<file path="src/rtl/fetch_unit.sv">
// Instruction-fetch stage: BTB-predicted PC sequencing, pipelined valid/ready memory port,
// and an in-order instruction queue toward ID. EX redirects flush and drop in-flight responses.
module fetch_unit #(
  parameter int              XLEN        = 32,
  parameter logic [XLEN-1:0] RESET_ADDR  = '0,
  parameter int              QUEUE_DEPTH = 4,
  parameter int              BTB_ENTRIES = 16
) (
  input  logic            clk,
  input  logic            rst,
  output logic            mem_req_valid,
  input  logic            mem_req_ready,
  output logic [XLEN-1:0] mem_req_addr,
  input  logic            mem_resp_valid,
  input  logic [XLEN-1:0] mem_resp_data,
  output logic            out_valid,
  input  logic            out_ready,
  output logic [XLEN-1:0] out_pc,
  output logic [XLEN-1:0] out_instr,
  output logic            out_pred_taken,
  output logic [XLEN-1:0] out_pred_target,
  input  logic            redir_valid,
  input  logic [XLEN-1:0] redir_pc,
  input  logic            upd_valid,
  input  logic [XLEN-1:0] upd_pc,
  input  logic [XLEN-1:0] upd_target,
  input  logic            upd_taken
);

  localparam int QW = $clog2(QUEUE_DEPTH);
  localparam int CW = $clog2(QUEUE_DEPTH + 1);
  localparam int BW = $clog2(BTB_ENTRIES);
  localparam int TW = XLEN - BW - 2;

  logic [XLEN-1:0] pc_q, pc_d;
  logic [QW-1:0]   head_q, head_d, fill_q, fill_d, tail_q, tail_d;
  logic [CW-1:0]   alloc_q, alloc_d, drop_q, drop_d;

  logic [XLEN-1:0]        q_pc_q    [QUEUE_DEPTH];
  logic [XLEN-1:0]        q_tgt_q   [QUEUE_DEPTH];
  logic [XLEN-1:0]        q_instr_q [QUEUE_DEPTH];
  logic [QUEUE_DEPTH-1:0] q_pt_q;
  logic [QUEUE_DEPTH-1:0] q_filled_q;

  logic [BTB_ENTRIES-1:0] btb_valid_q;
  logic [TW-1:0]          btb_tag_q [BTB_ENTRIES];
  logic [XLEN-1:0]        btb_tgt_q [BTB_ENTRIES];
  logic [1:0]             btb_ctr_q [BTB_ENTRIES];

  // Lookup on the current PC
  logic [BW-1:0]   lk_idx;
  logic [TW-1:0]   lk_tag;
  logic            lk_hit, pred_taken;
  logic [XLEN-1:0] pred_next;

  assign lk_idx     = pc_q[BW+1:2];
  assign lk_tag     = pc_q[XLEN-1:BW+2];
  assign lk_hit     = btb_valid_q[lk_idx] && (btb_tag_q[lk_idx] == lk_tag);
  assign pred_taken = lk_hit && btb_ctr_q[lk_idx][1];
  assign pred_next  = pred_taken ? btb_tgt_q[lk_idx] : pc_q + XLEN'(4);

  logic [CW:0] occupancy;
  logic        has_room, req_fire, out_fire, resp_drop, resp_fill;

  assign occupancy     = (CW+1)'(alloc_q) + (CW+1)'(drop_q);
  assign has_room      = occupancy < (CW+1)'(QUEUE_DEPTH);
  // rst gates the request so the port reads idle while reset is held
  assign mem_req_valid = rst && !redir_valid && has_room;
  assign mem_req_addr  = pc_q;
  assign req_fire      = mem_req_valid && mem_req_ready;

  assign out_valid       = q_filled_q[head_q] && !redir_valid;
  assign out_pc          = q_pc_q[head_q];
  assign out_instr       = q_instr_q[head_q];
  assign out_pred_taken  = q_pt_q[head_q];
  assign out_pred_target = q_tgt_q[head_q];
  assign out_fire        = out_valid && out_ready;

  assign resp_drop = mem_resp_valid && (drop_q != '0);
  assign resp_fill = mem_resp_valid && (drop_q == '0);

  // Responses still owed for allocated-but-unfilled entries become drops on redirect
  logic [CW-1:0] filled_cnt, unfilled_cnt;
  logic [CW:0]   redir_tot, redir_drop;

  always_comb begin
    filled_cnt = '0;
    for (int i = 0; i < QUEUE_DEPTH; i++) begin
      filled_cnt = filled_cnt + CW'(q_filled_q[i]);
    end
  end

  assign unfilled_cnt = alloc_q - filled_cnt;
  assign redir_tot    = (CW+1)'(unfilled_cnt) + (CW+1)'(drop_q);
  assign redir_drop   = (mem_resp_valid && (redir_tot != '0)) ? redir_tot - (CW+1)'(1) : redir_tot;

  always_comb begin
    pc_d    = pc_q;
    head_d  = head_q;
    fill_d  = fill_q;
    tail_d  = tail_q;
    alloc_d = alloc_q;
    drop_d  = drop_q;
    if (redir_valid) begin
      pc_d    = redir_pc;
      head_d  = '0;
      fill_d  = '0;
      tail_d  = '0;
      alloc_d = '0;
      drop_d  = CW'(redir_drop);
    end else begin
      if (req_fire) begin
        pc_d   = pred_next;
        tail_d = tail_q + QW'(1);
      end
      if (resp_drop) drop_d = drop_q - CW'(1);
      if (resp_fill) fill_d = fill_q + QW'(1);
      if (out_fire)  head_d = head_q + QW'(1);
      case ({req_fire, out_fire})
        2'b10:   alloc_d = alloc_q + CW'(1);
        2'b01:   alloc_d = alloc_q - CW'(1);
        default: alloc_d = alloc_q;
      endcase
    end
  end

  always_ff @(posedge clk or negedge rst) begin
    if (!rst) begin
      pc_q    <= RESET_ADDR;
      head_q  <= '0;
      fill_q  <= '0;
      tail_q  <= '0;
      alloc_q <= '0;
      drop_q  <= '0;
    end else begin
      pc_q    <= pc_d;
      head_q  <= head_d;
      fill_q  <= fill_d;
      tail_q  <= tail_d;
      alloc_q <= alloc_d;
      drop_q  <= drop_d;
    end
  end

  // Tail, fill and head never alias in a cycle where more than one of them writes
  always_ff @(posedge clk or negedge rst) begin
    if (!rst) begin
      for (int i = 0; i < QUEUE_DEPTH; i++) begin
        q_pc_q[i]    <= '0;
        q_tgt_q[i]   <= '0;
        q_instr_q[i] <= '0;
      end
      q_pt_q     <= '0;
      q_filled_q <= '0;
    end else if (redir_valid) begin
      q_filled_q <= '0;
    end else begin
      if (req_fire) begin
        q_pc_q[tail_q]  <= pc_q;
        q_pt_q[tail_q]  <= pred_taken;
        q_tgt_q[tail_q] <= pred_next;
      end
      if (resp_fill) begin
        q_instr_q[fill_q]  <= mem_resp_data;
        q_filled_q[fill_q] <= 1'b1;
      end
      if (out_fire) begin
        q_pc_q[head_q]     <= '0;
        q_pt_q[head_q]     <= 1'b0;
        q_tgt_q[head_q]    <= '0;
        q_instr_q[head_q]  <= '0;
        q_filled_q[head_q] <= 1'b0;
      end
    end
  end

  // Training; branches are word-aligned, so a misaligned update address is ignored
  logic [BW-1:0] upd_idx;
  logic [TW-1:0] upd_tag;
  logic          upd_aligned, upd_hit;

  assign upd_idx     = upd_pc[BW+1:2];
  assign upd_tag     = upd_pc[XLEN-1:BW+2];
  assign upd_aligned = (upd_pc[1:0] == 2'b00);
  assign upd_hit     = btb_valid_q[upd_idx] && (btb_tag_q[upd_idx] == upd_tag);

  always_ff @(posedge clk or negedge rst) begin
    if (!rst) begin
      btb_valid_q <= '0;
      for (int i = 0; i < BTB_ENTRIES; i++) begin
        btb_tag_q[i] <= '0;
        btb_tgt_q[i] <= '0;
        btb_ctr_q[i] <= 2'b01;
      end
    end else if (upd_valid && upd_aligned) begin
      if (upd_hit) begin
        if (upd_taken) begin
          btb_tgt_q[upd_idx] <= upd_target;
          if (btb_ctr_q[upd_idx] != 2'b11) btb_ctr_q[upd_idx] <= btb_ctr_q[upd_idx] + 2'b01;
        end else if (btb_ctr_q[upd_idx] != 2'b00) begin
          btb_ctr_q[upd_idx] <= btb_ctr_q[upd_idx] - 2'b01;
        end
      end else if (upd_taken) begin
        btb_valid_q[upd_idx] <= 1'b1;
        btb_tag_q[upd_idx]   <= upd_tag;
        btb_tgt_q[upd_idx]   <= upd_target;
        btb_ctr_q[upd_idx]   <= 2'b10;
      end
    end
  end

endmodule

</file>
<file path="config.mk">
export PLATFORM = sky130hd
export DESIGN_NAME = fetch_unit
export DESIGN_NICKNAME = d
export VERILOG_FILES = /design/src/rtl/fetch_unit.sv
export SDC_FILE = /design/constraint.sdc
export NUM_CORES = 2
export LEC_CHECK = 0
export CELL_PAD_IN_SITES_DETAIL_PLACEMENT = 1
export CELL_PAD_IN_SITES_GLOBAL_PLACEMENT = 1
export CORE_ASPECT_RATIO = 0.75
export CORE_MARGIN = 2
export CORE_UTILIZATION = 45
export CTS_BUF_LIST = sky130_fd_sc_hd__clkbuf_8
export DETAILED_ROUTE_END_ITERATION = 7
export HOLD_SLACK_MARGIN = 0.06
export PLACE_DENSITY = 0.8
export REMOVE_ABC_BUFFERS = 1
export SETUP_SLACK_MARGIN = 0.05
export SKIP_CTS_REPAIR_TIMING = 1
export SLEW_MARGIN = 5
export SYNTH_ARGS = -nofsm -noshare
export SYNTH_HDL_FRONTEND = slang
export SYNTH_SLANG_ARGS = --single-unit
export TNS_END_PERCENT = 20
</file>
<file path="constraint.sdc">
create_clock -name clk -period 4.7 [get_ports clk]
set_clock_uncertainty 0.05 [all_clocks]
set_input_delay 0.705 -clock clk [delete_from_list [all_inputs] [get_ports clk]]
set_output_delay 0.705 -clock clk [all_outputs]
set_load 0.01 [all_outputs]
</file>
# Yosys cells after proc, flatten, opt, wreduce, memory -nomap -nowiden
# Cells that the tools add are included.
# op_classes
n_addsub,16
n_lt_le_gt_ge,19
n_eq_ne,6
muxes,95
bitwise_logic,18
n_reduce_logical,36
# op_table
operator,count
2-to-1 mux 128 bit,9
2-to-1 mux 32 bit,20
bitwise mux 512 bit,1
bitwise mux 416 bit,1
AND 128 bit,3
bitwise mux 128 bit,3
binary-select mux 26 bit (select 4 bit),2
binary-select mux 32 bit (select 2 bit),3
demux 32 bit (select 2 bit),3
2-to-1 mux 26 bit,5
binary-select mux 32 bit (select 4 bit),1
demux 32 bit (select 4 bit),1
inverter 128 bit,1
demux 26 bit (select 4 bit),1
bitwise mux 32 bit,2
== test 26 bit,2
"adder 32 x 3 -> 32 bit, second input constant",1
OR 16 bit,2
2-to-1 mux 4 bit,7
2-to-1 mux 2 bit,11
logical AND 1 bit,20
AND 16 bit,1
binary-select mux 2 bit (select 4 bit),2
inverter 16 bit,1
other kinds (46),87
# word_totals
register_bits,1412
in_bits,136
output_inout_bits,131
word_cells,259

# Longest topological paths before layout
# depth
depth_word,13
mapped_depth,16
ltp_nobuf,16

# Worst setup path after synthesis
# No wires, ideal clock.
# synth_path
path_kind,in2reg
from,input port upd_pc[3]
to,register btb_tag_q[358] (netlist bit)
setup_time_ps,128
t_arrival_ps,3859
required_ps,4522
path_slack_ps,664
cell_stages,13
n_path_buf,4
cell_sequence,buf_6 -> buf_6 -> mux4_2 -> mux2i_1 -> o32ai_1 -> a2111oi_0 -> a32oi_1 -> or3_1 -> nor3_4 -> buf_6 -> nor3_4 -> buf_2 -> mux2_1
# synth_via
elab_chain_len,8
elab_cells_between_ends,16
cone_classes,order compare: 2; eq/ne: 1; mux: 8; bitwise: 2; reduce/logical: 3
# synth_rtl
element,line,rtl
"start, declared",25,"input logic [XLEN-1:0] upd_pc,"
inverter 4 -> 5 bit (not written as such),"185, 205",
binary-select mux 26 bit (select 4 bit),185,assign upd_hit = btb_valid_q[upd_idx] && (btb_tag_q[upd_idx] == upd_tag);
2-to-1 mux 26 bit (not written as such) (2 in series),185,
== test 26 bit,185,
logical AND 1 bit,185,
inverter 1 bit (no source line),n/a,
AND reduction 3 bit (no source line),n/a,
"end signal, assigned by index",205,btb_tag_q[upd_idx] <= upd_tag;
"end, declared",46,logic [TW-1:0] btb_tag_q [BTB_ENTRIES];
# Several ways; a longest one is shown, not always the timed one. The select of a mux whose other input is x is not followed.
# A chain may end at the register's enable or synchronous reset.

# Final worst setup path
# layout_path
from,"register pc_q[2], in the netlist mem_req_addr[2]"
to,register q_tgt_q[89] (netlist bit)
# layout_via
elab_chain_len,13
elab_cells_between_ends,22
cone_classes,add/sub: 1; eq/ne: 1; mux: 16; bitwise: 2; reduce/logical: 2
# layout_rtl
element,line,rtl
"start, declared",35,"logic [XLEN-1:0] pc_q, pc_d;"
"start signal, assigned",136,pc_q <= pc_d;
inverter 4 -> 5 bit (not written as such),"58, 59, 60",
binary-select mux 26 bit (select 4 bit),58,assign lk_hit = btb_valid_q[lk_idx] && (btb_tag_q[lk_idx] == lk_tag);
2-to-1 mux 26 bit (not written as such) (2 in series),58,
== test 26 bit,58,
logical AND 1 bit,58,
logical AND 1 bit,59,assign pred_taken = lk_hit && btb_ctr_q[lk_idx][1];
2-to-1 mux 32 bit *,60,assign pred_next = pred_taken ? btb_tgt_q[lk_idx] : pc_q + XLEN'(4);
bitwise mux 128 bit *,161,q_tgt_q[tail_q] <= pred_next;
2-to-1 mux 128 bit *,158,if (req_fire) begin
2-to-1 mux 128 bit *,155,end else if (redir_valid) begin
AND 128 bit (no source line),n/a,
2-to-1 mux 128 bit *,167,if (out_fire) begin
"end signal, assigned by index",161,
"end, declared",40,logic [XLEN-1:0] q_tgt_q [QUEUE_DEPTH];
# Mark *: on every way between the ends. The rest lies on a longest branch, timed or not. The select of a mux whose other input is x is not followed.

==> impl_metrics.csv <==
group,metric,value,unit
global_routing,grt_pass1_wl,337000,um
final_layout,utilization,0.526,
placed_design,dpl.hpwl,142000,um
timing,finalHoldViolations,0,
final_layout,fin_cells,7373,
timing,grt_setup_unrepaired,"false",
global_routing,grt_antenna_before_repair,23,
placed_design,place_area,74800,um2
die,die_x,454,um
final_layout,drive_above_1_share,0.372,
final_layout,area_delta_synth_final,15.6,%
drt,vias,45959,
cts,cts-root-buf,"clkbuf_8",
critical_path,path_class,"flop to flop",
synthesis,ys_warn_count,0,
synthesis,synth_enable_flop_cells,0,
timing,finalCritPeriodShare,0.961,
die,die_h,342,um
power_and_ir_drop,power,32.1,mW
global_routing,gr-usage-met1,0.396,
drt,detail-route-antenna-nets,0,
global_routing,track_usage,0.290,
global_routing,grt_max_degree,185,
critical_path,crit_path_end_kind,"flop",
final_layout,layout.nets,5365,
timing,setup-violations-final,0,
global_routing,first_global_vias,50084,
synthesis,ys_ff_latch,1412,
synthesis,synth_top_area_cell,"dfrtp_1",
critical_path,cp_num_buf_inv,3,
drt,drt_iter0_markers,3998,
critical_path,critPathMaxFanout,37,
timing,finalCriticalPeriod,4.52,ns
synthesis,synth_ff_type,"dfrtp_1",
critical_path,crit_family,"multiplexers",
synthesis,syn_inst,4881,
final_layout,layout_common_cells,"1390 x dfrtp_1, 852 x mux2_2, 467 x mux4_2, 448 x nand2_1, 265 x clkbuf_8",
cts,htreeDepth,4,
drt,drc,0,
critical_path,worstPathRequired,5.47,ns
global_routing,gr-usage-met3,0.0656,
power_and_ir_drop,vdd_drop_max,0.000321,V
cts,clock_latency,1.02,ns
final_layout,layout_commonest_cell,"dfrtp_1",
synthesis,async_reset_ff_frac,1.00,
power_and_ir_drop,power_density,406,nW/um2
critical_path,slowest_stage,"mux2i_1",
global_routing,grt-ovfl-total,0,
synthesis,syn_area_per_cell,14.0,um2
job,cap_violations,0,
cts,cts_buffer_depth,3,
synthesis,synth_area,68400,um2
critical_path,worstSetupStartpointType,"flop",
synthesis,yosys-top-cells-area,"dfrtp_1 51%, mux4_2 15%, mux2_2 14%, nand2_1 2.5%, mux2_1 2.1%",
critical_path,cp.arrival,5.29,ns
die,die_area,155000,um2
cts,numCtsBuffers,218,
die,start_util,0.455,
drt,viasPerCell,6.23,
placed_design,gp_congestion,0.927,
die,core_area,151000,um2
hold_path,hold_class,"primary input to async pin",
cts,cts.sink_count,1412,
timing,fmax,221,MHz
critical_path,cp_cell_sequence,"buf_12 > buf_4 > mux4_2 > mux4_2 > xnor2_1 > nand4_1 > nor3_1 > nand3_2 > buf_12 > mux2i_1 > o21ai_0",
final_layout,fillerInstances,14700,
synthesis,ys_seq_area_frac,0.517,
final_layout,fin_area,79100,um2
cts,clk_pin_slew_worst_paths,0.07,ns
timing,relSlewSlack,0.107,
final_layout,multi_input_area,31300,um2
die,rows,123,
final_layout,regArea,35400,um2
drt,first_pass_iters,5,
placed_design,port_buffers,266,
drt,routedWlPerCell,30.2,um
timing,worst_pin_slew,1.34,ns
timing,drv_slew,0,
synthesis,synth.top_cell.area_share,0.510,
drt,wl,222000,um
global_routing,use_met2,0.439,
cts,cts_tree,"done",
die,io_pins,267,
critical_path,cpPeakStageDelay,0.57,ns
synthesis,ys_types,72,
power_and_ir_drop,p_leak,36.0,nW
run_status,status,"finished, final reports clean",
placed_design,dp.cells,6977,
global_routing,grt_busiest_layer,"met2",
-- routing by layer --
metal,up-vias,part of all wire
li1,18805,-
met1,24827,0.41
met2,1816,0.46
met3,495,0.076
met4,16,0.050
met5,-,0.00050
-- registers in the layout (all words and copies together) (netlist names), 16 cells and up --
signal and count:
btb_valid_q 16, mem_req_addr 32, btb_ctr_q 32, q_pc_q 128, q_instr_q 128, btb_tgt_q 512, q_tgt_q 128, btb_tag_q 416
-- Yosys cell counts, types with 23 or more instances --
cell and n:
clkbuf_1 283, nand2_1 457, buf_2 43, mux2_1 125
a21oi_1 149, o21ai_0 178, nor2b_1 44, dfrtp_1 1396
buf_1 71, xnor2_1 61, mux4_2 467, a22o_1 130
xor2_1 28, nor2_1 44, inv_1 38, a22oi_1 57
mux2_2 852, mux2i_1 132, nand3_1 37, ha_1 23
-- stage by stage --
step	worst slack [ns]	hold WS [ns]	TNS, ns
final	0.181	0.233	0
after global routing	0.0616	0.225	0
after CTS	0.198	-0.503	0
after detailed placement	-0.260	0.420	-44.49
after global placement	-0.151	0.407	-12.20
after floorplan	-8.28	0.359	-1978.35
-- logic make-up after synthesis --
kind of cell	count (synthesis)	share of synthesized area
mux	1576	0.334
fa+ha+maj	30	0.00625
simple gates	727	0.0486
buf+inv	467	0.0290
xor+xnor	89	0.0114
compound gates	580	0.0543
flops	1412	0.517
-- area by class of cell --
| type | instances | share of cell area |
|---|---|---|
| repair buffers | 526 | 0.0684 |
| clock buffers | 265 | 0.0461 |
| inverters | 39 | 0.00185 |
| flip-flops and latches | 1412 | 0.447 |
| clock inverters | 120 | 0.00871 |
| diodes | 9 | 0.000285 |
| multi-input cells | 3002 | 0.396 |
| well taps | 2000 | 0.0316 |
-- final timing paths --
path,end,start,slack (ns),cells past startpoint
setup reg to reg,q_tgt_q[89]$_DFFE_PN0N_,mem_req_addr[2]$_DFFE_PN0P_,0.18,11
hold / removal,btb_tag_q[46]$_DFFE_PN0P_,rst,0.23,2
min in group clk,mem_req_addr[3]$_DFFE_PN0P_,redir_pc[3],0.24,2
max in group asynchronous,mem_req_addr[5]$_DFFE_PN0P_,rst,2.06,4
hold reg to reg,q_tgt_q[41]$_DFFE_PN0N_,q_tgt_q[41]$_DFFE_PN0N_,0.43,2
setup / recovery,q_tgt_q[89]$_DFFE_PN0N_,mem_req_addr[2]$_DFFE_PN0P_,0.18,11
-- report_power, final --
| group | leakage [nW] | internal, mW | switching, mW |
|---|---|---|---|
| Sequential | 19.1 | 13.5 | 1.02 |
| Clock | 2.51 | 5.27 | 5.22 |
| Combinational | 14.4 | 3.52 | 3.52 |
Note: power is estimated with default switching activity, not from simulation.
